## config.mk

```make
export PLATFORM = sky130hd
export DESIGN_NAME = pcu_restore_flat
export DESIGN_NICKNAME = d
export VERILOG_FILES = /design/src/rtl/pcu_restore_pkg.sv /design/src/rtl/pcu_restore_if.sv /design/src/rtl/pcu_restore_fsm.sv /design/src/rtl/pcu_restore.sv /design/src/flat_wrapper.sv
export SDC_FILE = /design/constraint.sdc
export NUM_CORES = 1
export LEC_CHECK = 0
export BUFFER_PORTS_ARGS = -buffer_cell sky130_fd_sc_hd__buf_2
export CAP_MARGIN = 10
export CORE_AREA = 4 4 60 84
export CTS_CLUSTER_DIAMETER = 150
export DETAILED_ROUTE_END_ITERATION = 12
export DIE_AREA = 0 0 64 88
export PLACE_DENSITY_LB_ADDON = 0.3
export SLEW_MARGIN = 0
export SYNTH_ARGS = -nofsm -noshare
export SYNTH_HDL_FRONTEND = slang
export SYNTH_SLANG_ARGS = --single-unit
```

## constraint.sdc

```tcl
create_clock -name Clk -period 2.05 [get_ports Clk]
set_input_delay 0.205 -clock Clk [delete_from_list [all_inputs] [get_ports Clk]]
set_output_delay 0.205 -clock Clk [all_outputs]
set_load 0.1 [all_outputs]
```

## src/rtl/pcu_restore_pkg.sv

```systemverilog
`default_nettype none
// ----------------------------------------------------------------------------
// Module      : pcu_restore_pkg
// Description : Shared constants for the power restore unit: FSM state
//               encoding and backup-entry field positions. The field layout
//               is shared with the backup side of the power control unit.
// Revision    : 1.0  initial release
// ----------------------------------------------------------------------------
package pcu_restore_pkg;

   // FSM state encoding
   localparam int         STATE_W  = 3;
   localparam logic [2:0] ST_IDLE  = 3'd0;
   localparam logic [2:0] ST_POP   = 3'd1;
   localparam logic [2:0] ST_WRITE = 3'd2;
   localparam logic [2:0] ST_CLEAR = 3'd3;
   localparam logic [2:0] ST_DONE  = 3'd4;

   // Entry layout {data, wrapper address}: the address sits in the low bits
   localparam int ADDR_LSB = 0;
   // Data LSB for the default wrapper count of 10
   localparam int DATA_LSB = ADDR_LSB + $clog2(10);

   // Data LSB for an arbitrary address width
   function automatic int data_lsb(input int log2_k);
      return ADDR_LSB + log2_k;
   endfunction

endpackage
`default_nettype wire

```

## src/rtl/pcu_restore_if.sv

```systemverilog
`default_nettype none
// ----------------------------------------------------------------------------
// Module      : pcu_restore_if
// Description : Bus bundle between the restore unit, the backup buffer pop
//               port and the IC register wrapper restore ports.
// Revision    : 1.0  initial release
// ----------------------------------------------------------------------------
interface pcu_restore_if #(
   parameter int K = 10,
   parameter int N = 32
);
   localparam int LOG2_K = $clog2(K);

   logic                  IsEmpty_Buffer;
   logic [N+LOG2_K-1:0]   PopVal_Buffer;
   logic                  PopEn_Buffer;
   logic                  Clr_Buffer;
   logic [K-1:0]          Restore_Ens_IC_Reg_Wrapper;
   logic [N-1:0]          Restore_Vin_IC_Reg_Wrapper;

   modport master (
      input  IsEmpty_Buffer,
      input  PopVal_Buffer,
      output PopEn_Buffer,
      output Clr_Buffer,
      output Restore_Ens_IC_Reg_Wrapper,
      output Restore_Vin_IC_Reg_Wrapper
   );

   modport slave (
      output IsEmpty_Buffer,
      output PopVal_Buffer,
      input  PopEn_Buffer,
      input  Clr_Buffer,
      input  Restore_Ens_IC_Reg_Wrapper,
      input  Restore_Vin_IC_Reg_Wrapper
   );
endinterface
`default_nettype wire

```

## src/rtl/pcu_restore_fsm.sv

```systemverilog
`default_nettype none
// ----------------------------------------------------------------------------
// Module      : pcu_restore_fsm
// Description : Sequencer of the restore unit: state register, next-state
//               logic and state-decoded strobes/status.
// Revision    : 1.0  initial release
// ----------------------------------------------------------------------------
module pcu_restore_fsm
   import pcu_restore_pkg::*;
(
   input  logic               Clk,
   input  logic               Rst,
   input  logic               i_abort,
   input  logic               i_start,
   input  logic               i_empty,
   output logic [STATE_W-1:0] o_state,
   output logic               o_pop_en,
   output logic               o_clr,
   output logic               o_busy,
   output logic               o_done
);

   logic [STATE_W-1:0] r_state;
   logic [STATE_W-1:0] w_next;

   // Next-state decode; power-off abandons the pass from any state
   always_comb begin
      w_next = r_state;
      case (r_state)
         ST_IDLE:  if (i_start) w_next = i_empty ? ST_CLEAR : ST_POP;
         ST_POP:   w_next = ST_WRITE;
         ST_WRITE: w_next = i_empty ? ST_CLEAR : ST_POP;
         ST_CLEAR: w_next = ST_DONE;
         ST_DONE:  if (!i_start) w_next = ST_IDLE;
         default:  w_next = ST_IDLE;
      endcase
      if (i_abort) w_next = ST_IDLE;
   end

   // State register
   always_ff @(posedge Clk) begin
      if (Rst) r_state <= ST_IDLE;
      else     r_state <= w_next;
   end

   assign o_state  = r_state;
   // Pop is suppressed in the cycle an abort or reset arrives so the buffer
   // never advances past an entry that will not be written back
   assign o_pop_en = (r_state == ST_POP) && !i_empty && !i_abort && !Rst;
   assign o_clr    = (r_state == ST_CLEAR);
   assign o_busy   = (r_state == ST_POP) || (r_state == ST_WRITE) || (r_state == ST_CLEAR);
   assign o_done   = (r_state == ST_DONE);

endmodule
`default_nettype wire

```

## src/rtl/pcu_restore.sv

```systemverilog
`default_nettype none
// ----------------------------------------------------------------------------
// Module      : pcu_restore
// Description : Power restore unit. Drains the backup buffer, decodes each
//               {value, wrapper address} entry and writes the value back into
//               the addressed IC register wrapper with a one-hot enable.
//               Optional macro PCU_RESTORE_ADDR_CHECK_EN: out-of-range
//               addresses are skipped, not counted, and flagged on Err.
// Revision    : 1.0  initial release
// ----------------------------------------------------------------------------
module pcu_restore
   import pcu_restore_pkg::*;
#(
   parameter  int K      = 10,
   parameter  int N      = 32,
   parameter  int DEPTH  = 16,
   localparam int LOG2_K = $clog2(K),
   localparam int C      = $clog2(DEPTH + 1)
)(
   input  logic           Clk,
   input  logic           Rst,
   input  logic           Pwr_off,
   input  logic           Start_Restore,
   pcu_restore_if.master  bus,
   output logic           Busy,
   output logic           Done,
   output logic           Err,
   output logic [C-1:0]   Restored_Cnt
);

   localparam int           c_data_lsb = data_lsb(LOG2_K);
   localparam logic [C-1:0] c_cnt_max  = C'(DEPTH);
   localparam logic [K-1:0] c_one      = K'(1);

   logic [STATE_W-1:0] w_state;
   logic               w_pop_en;
   logic               w_start_pass;
   logic               w_cnt_inc;
   logic [LOG2_K-1:0]  w_entry_addr;
   logic [N-1:0]       w_entry_data;
   logic [K-1:0]       w_entry_dec;

   logic [N-1:0]       r_hold_data;
   logic [K-1:0]       r_ens;
   logic [C-1:0]       r_cnt;

   pcu_restore_fsm u_fsm (
      .Clk      (Clk),
      .Rst      (Rst),
      .i_abort  (Pwr_off),
      .i_start  (Start_Restore),
      .i_empty  (bus.IsEmpty_Buffer),
      .o_state  (w_state),
      .o_pop_en (w_pop_en),
      .o_clr    (bus.Clr_Buffer),
      .o_busy   (Busy),
      .o_done   (Done)
   );

   assign w_entry_addr = bus.PopVal_Buffer[ADDR_LSB +: LOG2_K];
   assign w_entry_data = bus.PopVal_Buffer[c_data_lsb +: N];
   assign w_start_pass = (w_state == ST_IDLE) && Start_Restore;

`ifdef PCU_RESTORE_ADDR_CHECK_EN
   logic [LOG2_K-1:0] r_hold_addr;
   logic              r_err;
   logic              w_entry_oor;
   logic              w_hold_oor;

   assign w_entry_oor = ({1'b0, w_entry_addr} >= (LOG2_K + 1)'(K));
   assign w_hold_oor  = ({1'b0, r_hold_addr}  >= (LOG2_K + 1)'(K));
   assign w_entry_dec = w_entry_oor ? '0 : (c_one << w_entry_addr);
   assign w_cnt_inc   = (w_state == ST_WRITE) && !w_hold_oor;

   // Held address and sticky range error, cleared at the start of each pass
   always_ff @(posedge Clk) begin
      if (Rst || Pwr_off) begin
         r_hold_addr <= '0;
         r_err       <= 1'b0;
      end else begin
         if (w_pop_en) r_hold_addr <= w_entry_addr;
         if (w_start_pass)                       r_err <= 1'b0;
         else if (w_state == ST_WRITE && w_hold_oor) r_err <= 1'b1;
      end
   end

   assign Err = r_err;
`else
   // Out-of-range addresses shift out of the K-bit field and give no enable
   assign w_entry_dec = c_one << w_entry_addr;
   assign w_cnt_inc   = (w_state == ST_WRITE);
   assign Err         = 1'b0;
`endif

   // Hold data and registered one-hot enable; the enable register carries the
   // decoded address so data and enable leave aligned in the WRITE cycle
   always_ff @(posedge Clk) begin
      if (Rst || Pwr_off) begin
         r_hold_data <= '0;
         r_ens       <= '0;
         r_cnt       <= '0;
      end else begin
         r_ens <= w_pop_en ? w_entry_dec : '0;
         if (w_pop_en) r_hold_data <= w_entry_data;
         if (w_start_pass)                        r_cnt <= '0;
         else if (w_cnt_inc && r_cnt != c_cnt_max) r_cnt <= r_cnt + C'(1);
      end
   end

   assign bus.PopEn_Buffer               = w_pop_en;
   assign bus.Restore_Ens_IC_Reg_Wrapper = r_ens;
   assign bus.Restore_Vin_IC_Reg_Wrapper = r_hold_data;
   assign Restored_Cnt                   = r_cnt;

endmodule
`default_nettype wire

```

## src/flat_wrapper.sv

```systemverilog
// flat-port wrapper written by rule: the top's interface ports become plain ports
module pcu_restore_flat import pcu_restore_pkg::*;
#(
   parameter  int K      = 10,
   parameter  int N      = 32,
   parameter  int DEPTH  = 16,
   localparam int LOG2_K = $clog2(K),
   localparam int C      = $clog2(DEPTH + 1)
)
  (Clk, Rst, Pwr_off, Start_Restore, Busy, Done, Err, Restored_Cnt, bus_IsEmpty_Buffer, bus_PopVal_Buffer, bus_PopEn_Buffer, bus_Clr_Buffer, bus_Restore_Ens_IC_Reg_Wrapper, bus_Restore_Vin_IC_Reg_Wrapper);
  pcu_restore_if #(.K(K), .N(N)) bus_i ();
  input  logic Clk;
  input  logic Rst;
  input  logic Pwr_off;
  input  logic Start_Restore;
  output logic Busy;
  output logic Done;
  output logic Err;
  output logic [C-1:0] Restored_Cnt;
  input wire logic [$bits(bus_i.IsEmpty_Buffer)-1:0] bus_IsEmpty_Buffer;
  input wire logic [$bits(bus_i.PopVal_Buffer)-1:0] bus_PopVal_Buffer;
  output wire logic [$bits(bus_i.PopEn_Buffer)-1:0] bus_PopEn_Buffer;
  output wire logic [$bits(bus_i.Clr_Buffer)-1:0] bus_Clr_Buffer;
  output wire logic [$bits(bus_i.Restore_Ens_IC_Reg_Wrapper)-1:0] bus_Restore_Ens_IC_Reg_Wrapper;
  output wire logic [$bits(bus_i.Restore_Vin_IC_Reg_Wrapper)-1:0] bus_Restore_Vin_IC_Reg_Wrapper;
  assign bus_i.IsEmpty_Buffer = bus_IsEmpty_Buffer;
  assign bus_i.PopVal_Buffer = bus_PopVal_Buffer;
  assign bus_PopEn_Buffer = bus_i.PopEn_Buffer;
  assign bus_Clr_Buffer = bus_i.Clr_Buffer;
  assign bus_Restore_Ens_IC_Reg_Wrapper = bus_i.Restore_Ens_IC_Reg_Wrapper;
  assign bus_Restore_Vin_IC_Reg_Wrapper = bus_i.Restore_Vin_IC_Reg_Wrapper;
  pcu_restore #(.K(K), .N(N), .DEPTH(DEPTH)) u_core (.Clk(Clk), .Rst(Rst), .Pwr_off(Pwr_off), .Start_Restore(Start_Restore), .bus(bus_i), .Busy(Busy), .Done(Done), .Err(Err), .Restored_Cnt(Restored_Cnt));
endmodule
```

# After elaboration in Yosys (flattened, before gate mapping)
# Index checks and enable logic that the tools add are counted.
# word_totals
wordCells	34
regBits	50
input_bits	41
# classes
n_addsub	1
n_mux	4
n_reduce_logical	16
eq_ne	7
shift	1
bitwise	1
# op_table
operator	count
$pmux W3 S5	1
$shl A1 B4 Y10 const A	1
$eq A3 B2 Y1 const B	2
$mux W3	2
$reduce_or A2 Y1	3
$add A5 B1 Y5 const B	1
$logic_and A1 B1 Y1	5
$ne A5 B5 Y1 const B	1
$ne A2 B2 Y1 const B	2
$eq A3 B1 Y1 const B	1
$eq A3 B3 Y1 const B	1
$logic_not A1 Y1	3
$logic_not A3 Y1	1
$logic_or A1 B1 Y1	3
$mux W2	1
$reduce_and A2 Y1	1
$not A1 Y1	1

# Depth between registers and ports, before layout
# Gate-level depths: netlist (run 1).
# logic_depth
ltp_word	6
depth_mapped	5

# Cells and area by module
# From an unflattened synthesis (run 1), not the netlist that was laid out.
# hier_totals
cells_unflattened	186
area_unflattened_um2	1876.8
# modules_own_cells
module	cells_each	instances	area_per_inst_um2	seq_area_each_um2
pcu_restore	168	1	1711.6	940.9
pcu_restore_fsm	18	1	165.2	60.1

# Worst setup path after synthesis (run 1)
# Ideal clock, no wire load.
# synth_path
path_type	flip-flop to flip-flop
startpoint	reg u_core.u_fsm.r_state[2] (netlist: u_core.u_fsm.o_state[2])
endpoint	reg u_core.u_fsm.r_state[2] (netlist: u_core.u_fsm.o_state[2])
n_path_buf	1
path_stages_with_launch	5
period_less_slack_ps	3179
required_time_ps	1976
setup_time_ps	74
t_arrival_ps	3106
path_slack_ps	-1129
path_cell_list	dfxtp_1 -> buf_2 -> nor3b_1 -> a21oi_1 -> nor2_1
# synth_via
elab_chain_cells	3
elab_cells_between_ends	9
cone_classes	6 x eq/ne; 1 x mux; 2 x reduce/logical
# synth_rtl
element	line_no	source
from (decl)	pcu_restore_fsm.sv:23	logic [STATE_W-1:0] r_state;
from (signal assigned)	pcu_restore_fsm.sv:43	else r_state <= w_next;
$eq A3 B3 Y1 (*)	-	
via Done	flat_wrapper.sv:17	output logic Done;
$ne A2 B2 Y1 (no line)	-	
$reduce_and A2 Y1 (no line)	-	
# Mark *: on every way through the listed nets, which the timed path passes. The rest lies on a longest branch.
# A chain may end at the register's enable or synchronous reset.

# Final worst setup path (run 1)
# layout_path
startpoint	reg u_core.u_fsm.r_state[1] (netlist: u_core.u_fsm.o_state[1])
endpoint	out bus_PopEn_Buffer
# layout_via
elab_chain_cells	4
# layout_rtl
element	line_no	source
$eq A3 B1 Y1	pcu_restore_fsm.sv:49	assign o_pop_en = (r_state == ST_POP) && !i_empty && !i_abort && !Rst;
$logic_and A1 B1 Y1 (3 in a row)	pcu_restore_fsm.sv:49	
to (decl)	flat_wrapper.sv:22	output wire logic [$bits(bus_i.PopEn_Buffer)-1:0] bus_PopEn_Buffer;
# Every way passes these cells.

==> impl_results.md, run 1 <==
* Synth-to-Final Area Change at 35.6%
* Setup CP Type: flip-flop to output port
* Die ar. at 5630 sq um
* Mapped Nets at 266
* Power consumption at 0.00185 W
* Critical Path RT at 1850 ps
* Synth Area per Inst at 8.35 sq um
* Cell total after placement at 366
* Final Skew at 2.81 ps
* Critical path startpoint category: flip-flop
* Crit-path slowest cell: or4b_4
* Final min period at 1950 ps
* ANT cells at 0
* Fin nets at 356
* Final Hold Vio Count at 0
* Pins over their slew limit at 0
* Fin crit share at 0.952
* Max rail drop VDD at 0.461 mV
* Final Non-Filler Cells at 373
* Cell breakdown of the critical path: or4b_4 -> nor2_4 -> buf_12
* Wire per inst at 11.8 um
* Core Footprint at 4240 sq um
* Post-route ant nets at 0
* Max-Cap Viols at 0
* Crit. End Element: output port
* Pwr dens at 731 nW/um^2
* Total CTS buffers at 5
* Register area share after synthesis at 0.538
* Routed WL at 4390 um
* First-pass GRT wire length at 7280 um
* Vias per inst at 4.71
* Die height at 88 um
* Starting Density at 0.439
* Die width at 64 um
* Critical Path Fanout Max at 17
* IO Count at 93
* Yosys reg bits at 50
* Drt first pass iters at 4
* Initial antenna violation count at 0
* Clock sinks at 50
* Total GRT Usage at 0.161
* Syn Std Cell Area at 1860 sq um
* FP Rows at 28
* Final setup fails at 0
* Iter 0 DRT Violations at 92
* Drc violations at 0
* Largest net degree at the start of global routing at 21
* Number of cells produced by synthesis at 223
* Share of cells above drive strength 1 at 0.371
* RSZ-0062 raised after global routing: no
* Max Root-Sink Buffers at 2
* Leak at 1.10 nW
* Class of the worst hold path: primary input to flip-flop
* Port Buffers at 91
* Yosys cell types at 32
* Arrival time worst endpoint at 1750 ps
* Clock Root Buffer: clkbuf_8
* Fmax at 0.512 GHz
* Crit path buf inv count at 1
* Via count at 1757
* Post-CTS sizing at 0
* Final Util at 0.596
* Post-CTS Setup Inserts at 0
* CTS Hold Buffers Added at 0
* CP max stage delay at 700 ps
* Worst path top cell family by delay: simple AND/OR/NAND/NOR gates
* Reg clk slew, reported paths at 80 ps
* Status: finished, final reports clean
* TritonCTS clock tree: built
* Vias in the first global route at 1654
* H-Tree Depth at 2
* Yosys warning count at 0
* Placer Congestion at 0.819
* Clk_lat worst skew at 290 ps
* Grt ovf at 0
* Final HPWL DP at 3290 um
[sequential cells by signal, indices dropped and copies added (netlist names)]
register and count:
u_core.Restored_Cnt 5, u_core.bus.Restore_Ens_IC_Reg_Wrapper 10, u_core.u_fsm.o_state 3, u_core.bus.Restore_Vin_IC_Reg_Wrapper 32
[cell families after synthesis]
family          share of synthesized area
compound gates                      0.123
flops                               0.538
buf+inv                            0.0477
simple gates                        0.270
mux                               0.00605
other cells                       0.00201
fa+ha+maj                          0.0134
[tightest hold or removal path, delay by kind of cell]
kind,cells,cell delay [ps]
AO/OA/AOI/OAI,1,50
buffers and inverters,1,90
AND/OR/NAND/NOR,1,40
[cells in the mapped netlist (all sizes together)]
cell,instances,share of area
nor3b,2,0.0081
nand3,2,0.0054
nor4b,1,0.0081
nand2,67,0.14
nor4,1,0.0034
buf,7,0.024
dfxtp,50,0.54
or4b,1,0.0074
a21oi,38,0.10
o41ai,1,0.0047
nor2,13,0.026
or4,2,0.010
or2,1,0.0034
or3,2,0.0067
nand4bb,1,0.0060
o21ai,6,0.016
ha,2,0.013
or3b,1,0.0047
or4bb,1,0.0060
mux2,1,0.0060
nand4b,2,0.0094
nand2b,2,0.0067
clkbuf,8,0.016
conb,1,0.0020
inv,4,0.0081
and3b,1,0.0047
nor3,4,0.013
nor4bb,1,0.0054
[final timing paths]
check                                                                from                                         to  slack [ps]  depth (start not counted)
worst max register to register                    u_core.u_fsm.o_state[1]   u_core.bus.Restore_Ens_IC_Reg_Wrapper[0]         230                          3
worst min register to register  u_core.bus.Restore_Vin_IC_Reg_Wrapper[16]  u_core.bus.Restore_Vin_IC_Reg_Wrapper[16]         450                          2
worst min-delay path                                bus_PopVal_Buffer[28]  u_core.bus.Restore_Vin_IC_Reg_Wrapper[24]         140                          3
worst max-delay path                              u_core.u_fsm.o_state[1]                           bus_PopEn_Buffer         100                          3
[layout make-up]
type	instances	area, sq um
timing repair buffer	98	523
inverter	4	15.0
fill	408	1710
tap	60	75.1
clock buffer	6	82.6
clock inverter	1	30.0
multi-input combinational	154	796
sequential	50	1000
[where the power goes]
part	total, W	internal (W)	switching (W)
clock network	0.000685	0.000390	0.000295
logic	0.000178	0.0000549	0.000123
registers	0.000983	0.000978	0.00000584
total	0.00185	0.00142	0.000424
[cells in the final DEF, fill, tap and decap left out, types with 2 or more instances in the layout]
cell type / instances
inv_1: 4
dfxtp_1: 48
buf_2: 90
nand3_1: 2
nand4b_1: 2
buf_4: 7
nand2_1: 67
a21oi_1: 38
ha_1: 2
o21ai_0: 6
dfxtp_2: 2
nand2b_1: 2
nor3_1: 3
clkbuf_8: 6
nor2_1: 11
or3_1: 2
[per-layer routing]
layer | track usage | vias up | wire (um)
li1 | - | 915 | -
met1 | 0.180 | 773 | 1800
met2 | 0.289 | 64 | 2210
met3 | 0.0526 | 5 | 335
met4 | 0.0472 | 0 | 47
met5 | 0 | - | 0
[stage by stage]
stage	worst slack, ps	cell area (sq um)	setup TNS [ps]	hold slack (ps)
detailed placement	247	2410	0	443
global route	18.6	2520	0	133
CTS	73.9	2520	0	128
finish	97.5	2520	0	142
global placement	305	2410	0	439
floorplan	-38.8	1880	-38.8	274
No activity file was read; power rests on OpenSTA's default activity.
==> run 2: changes to the inputs <==
--- a/config.mk
+++ b/config.mk
@@ -5,13 +5,14 @@
 export SDC_FILE = /design/constraint.sdc
 export NUM_CORES = 1
 export LEC_CHECK = 0
-export BUFFER_PORTS_ARGS = -buffer_cell sky130_fd_sc_hd__buf_2
+export BUFFER_PORTS_ARGS = -buffer_cell sky130_fd_sc_hd__buf_4
 export CAP_MARGIN = 10
 export CORE_AREA = 4 4 60 84
 export CTS_CLUSTER_DIAMETER = 150
 export DETAILED_ROUTE_END_ITERATION = 12
 export DIE_AREA = 0 0 64 88
 export PLACE_DENSITY_LB_ADDON = 0.3
+export SKIP_CTS_REPAIR_TIMING = 1
 export SLEW_MARGIN = 0
 export SYNTH_ARGS = -nofsm -noshare
 export SYNTH_HDL_FRONTEND = slang
==> impl_results.md, run 2 (same netlist as run 1, synthesis figures left out) <==
* Largest register FFs at 32
* Placer Congestion at 0.814
* Port Buffers at 91
* Die height at 88 um
* Pins over their slew limit at 0
* R2R depth at 3
* Fmax at 0.510 GHz
* FP Rows at 28
* Pre-CTS WS at 345 ps
* Status: finished, final reports clean
* Vias per inst at 4.82
* Routed WL at 4600 um
* WP depth at 3
* Final setup margin at 90.6 ps
* Total GRT Usage at 0.170
* Total CTS buffers at 5
* End of the worst register-to-register path: u_core.bus.Restore_Ens_IC_Reg_Wrapper[3]
* Placed cell area at 2630 sq um
* Crit-path slowest cell: or4b_4
* Worst hold margin at 112 ps
* Die width at 64 um
* ANT cells at 0
* Power consumption at 0.00177 W
* Iter 0 DRT Violations at 115
* Class of the worst hold path: primary input to flip-flop
* IO Count at 93
* Max rail drop VDD at 0.423 mV
* Clock Root Buffer: clkbuf_8
* Met1 Use GR at 0.179
* RSZ-0062 raised after global routing: no
* Drc violations at 0
* Multi-input gate area at 796 sq um
* Leak at 1.12 nW
* Most utilized layer in the global route result: met2
* Most common cell after layout, fill and taps aside: buf_4
* Synth-to-Final Area Change at 46.5%
* First-pass GRT wire length at 7690 um
* Core Footprint at 4240 sq um
* Worst path top cell family by delay: simple AND/OR/NAND/NOR gates
* Crit. End Element: output port
* Critical Path RT at 1850 ps
* Share of cells above drive strength 1 at 0.375
* Clock sinks at 50
* Via count at 1807
* M3 GR Usage at 0.0488
* Max Root-Sink Buffers at 2
* Met2 usage at 0.311
* Final min period at 1960 ps
* Reg clk slew, reported paths at 90 ps
* Critical path startpoint category: flip-flop
* Crit path buf inv count at 1
* Pwr dens at 651 nW/um^2
* TritonCTS clock tree: built
* Final Skew at 5.39 ps
* Cell breakdown of the critical path: or4b_4 -> nor2_4 -> buf_4
* Final setup fails at 0
* Fin nets at 357
* CP max stage delay at 670 ps
* CP endpoint: bus_PopEn_Buffer
* Wire per inst at 12.3 um
* Clk_lat worst skew at 290 ps
* R2R setup slack at 340 ps
* Starting Density at 0.439
* Fin crit share at 0.956
* Most frequent cells in the layout: buf_4 (99), nand2_1 (67), dfxtp_1 (48)
* Largest net degree at the start of global routing at 21
* FF/Latch Area at 1000 sq um
* Fill cells at 399
* Final Cell Area at 2730 sq um
* Setup CP Type: flip-flop to output port
* Final HPWL DP at 3570 um
* Die ar. at 5630 sq um
* Vias in the first global route at 1778
* Initial antenna violation count at 0
* Post-route ant nets at 0
* Arrival time worst endpoint at 1750 ps
* FF-to-FF Start: u_core.u_fsm.o_state[1]
* Critical Path Fanout Max at 18
* H-Tree Depth at 2
* Drt first pass iters at 2
* Grt ovf at 0
* Final Hold Vio Count at 0
* Max-Cap Viols at 0
* Crit path from: u_core.u_fsm.o_state[1]
* Post-Route Setup TNS at 0 ps
-- run 2: cell types whose count changed in the layout (fill, tap and decap cells not counted), sizes merged --
cell / delta
clkinv: +1
buf: +1
bufinv: -1
clkinvlp: +1
-- run 2: layer usage --
layer	routed length [um]	share of wire
met1	1730	0.38
met2	2430	0.53
met3	343	0.075
met4	96	0.021
met5	0	0
-- run 2: metrics by stage --
| step | utilization | cells |
|---|---|---|
| floorplan | - | 223 |
| global placement | 0.621 | 367 |
| detailed placement | 0.621 | 367 |
| CTS | 0.643 | 375 |
| global route | 0.643 | 375 |
| finish | 0.643 | 375 |
-- run 2: worst reg2reg max path: cells and delay by family, from the launching register on --
kind | cells | cell delay [ps]
flops | 1 | 380
simple gates | 3 | 1270
-- run 2: report_power, final --
group / internal [W] / switching, W
logic: 0.0000809 / 0.000125
clock network: 0.000272 / 0.000314
registers: 0.000978 / 0.00000483
-- run 2: worst min-delay path by stage --
| stage | start | end | slack, ps | depth (start not counted) |
|---|---|---|---|---|
| floorplan | bus_PopVal_Buffer[1] | u_core.bus.Restore_Ens_IC_Reg_Wrapper[0] | 270 | 1 |
| global placement | bus_PopVal_Buffer[1] | u_core.bus.Restore_Ens_IC_Reg_Wrapper[0] | 420 | 2 |
| detailed placement | bus_PopVal_Buffer[1] | u_core.bus.Restore_Ens_IC_Reg_Wrapper[0] | 420 | 2 |
| CTS | bus_PopVal_Buffer[0] | u_core.bus.Restore_Ens_IC_Reg_Wrapper[0] | 100 | 2 |
| global route | bus_PopVal_Buffer[1] | u_core.bus.Restore_Ens_IC_Reg_Wrapper[0] | 110 | 2 |
| finish | bus_PopVal_Buffer[1] | u_core.bus.Restore_Ens_IC_Reg_Wrapper[0] | 110 | 2 |
-- run 2: area by class of cell --
type	instances	area share
clock buffer	6	0.0303
clock inverter	2	0.00459
inverter	4	0.00550
multi-input combinational	154	0.292
sequential	50	0.368
tap	60	0.0275
timing repair buffer	99	0.272
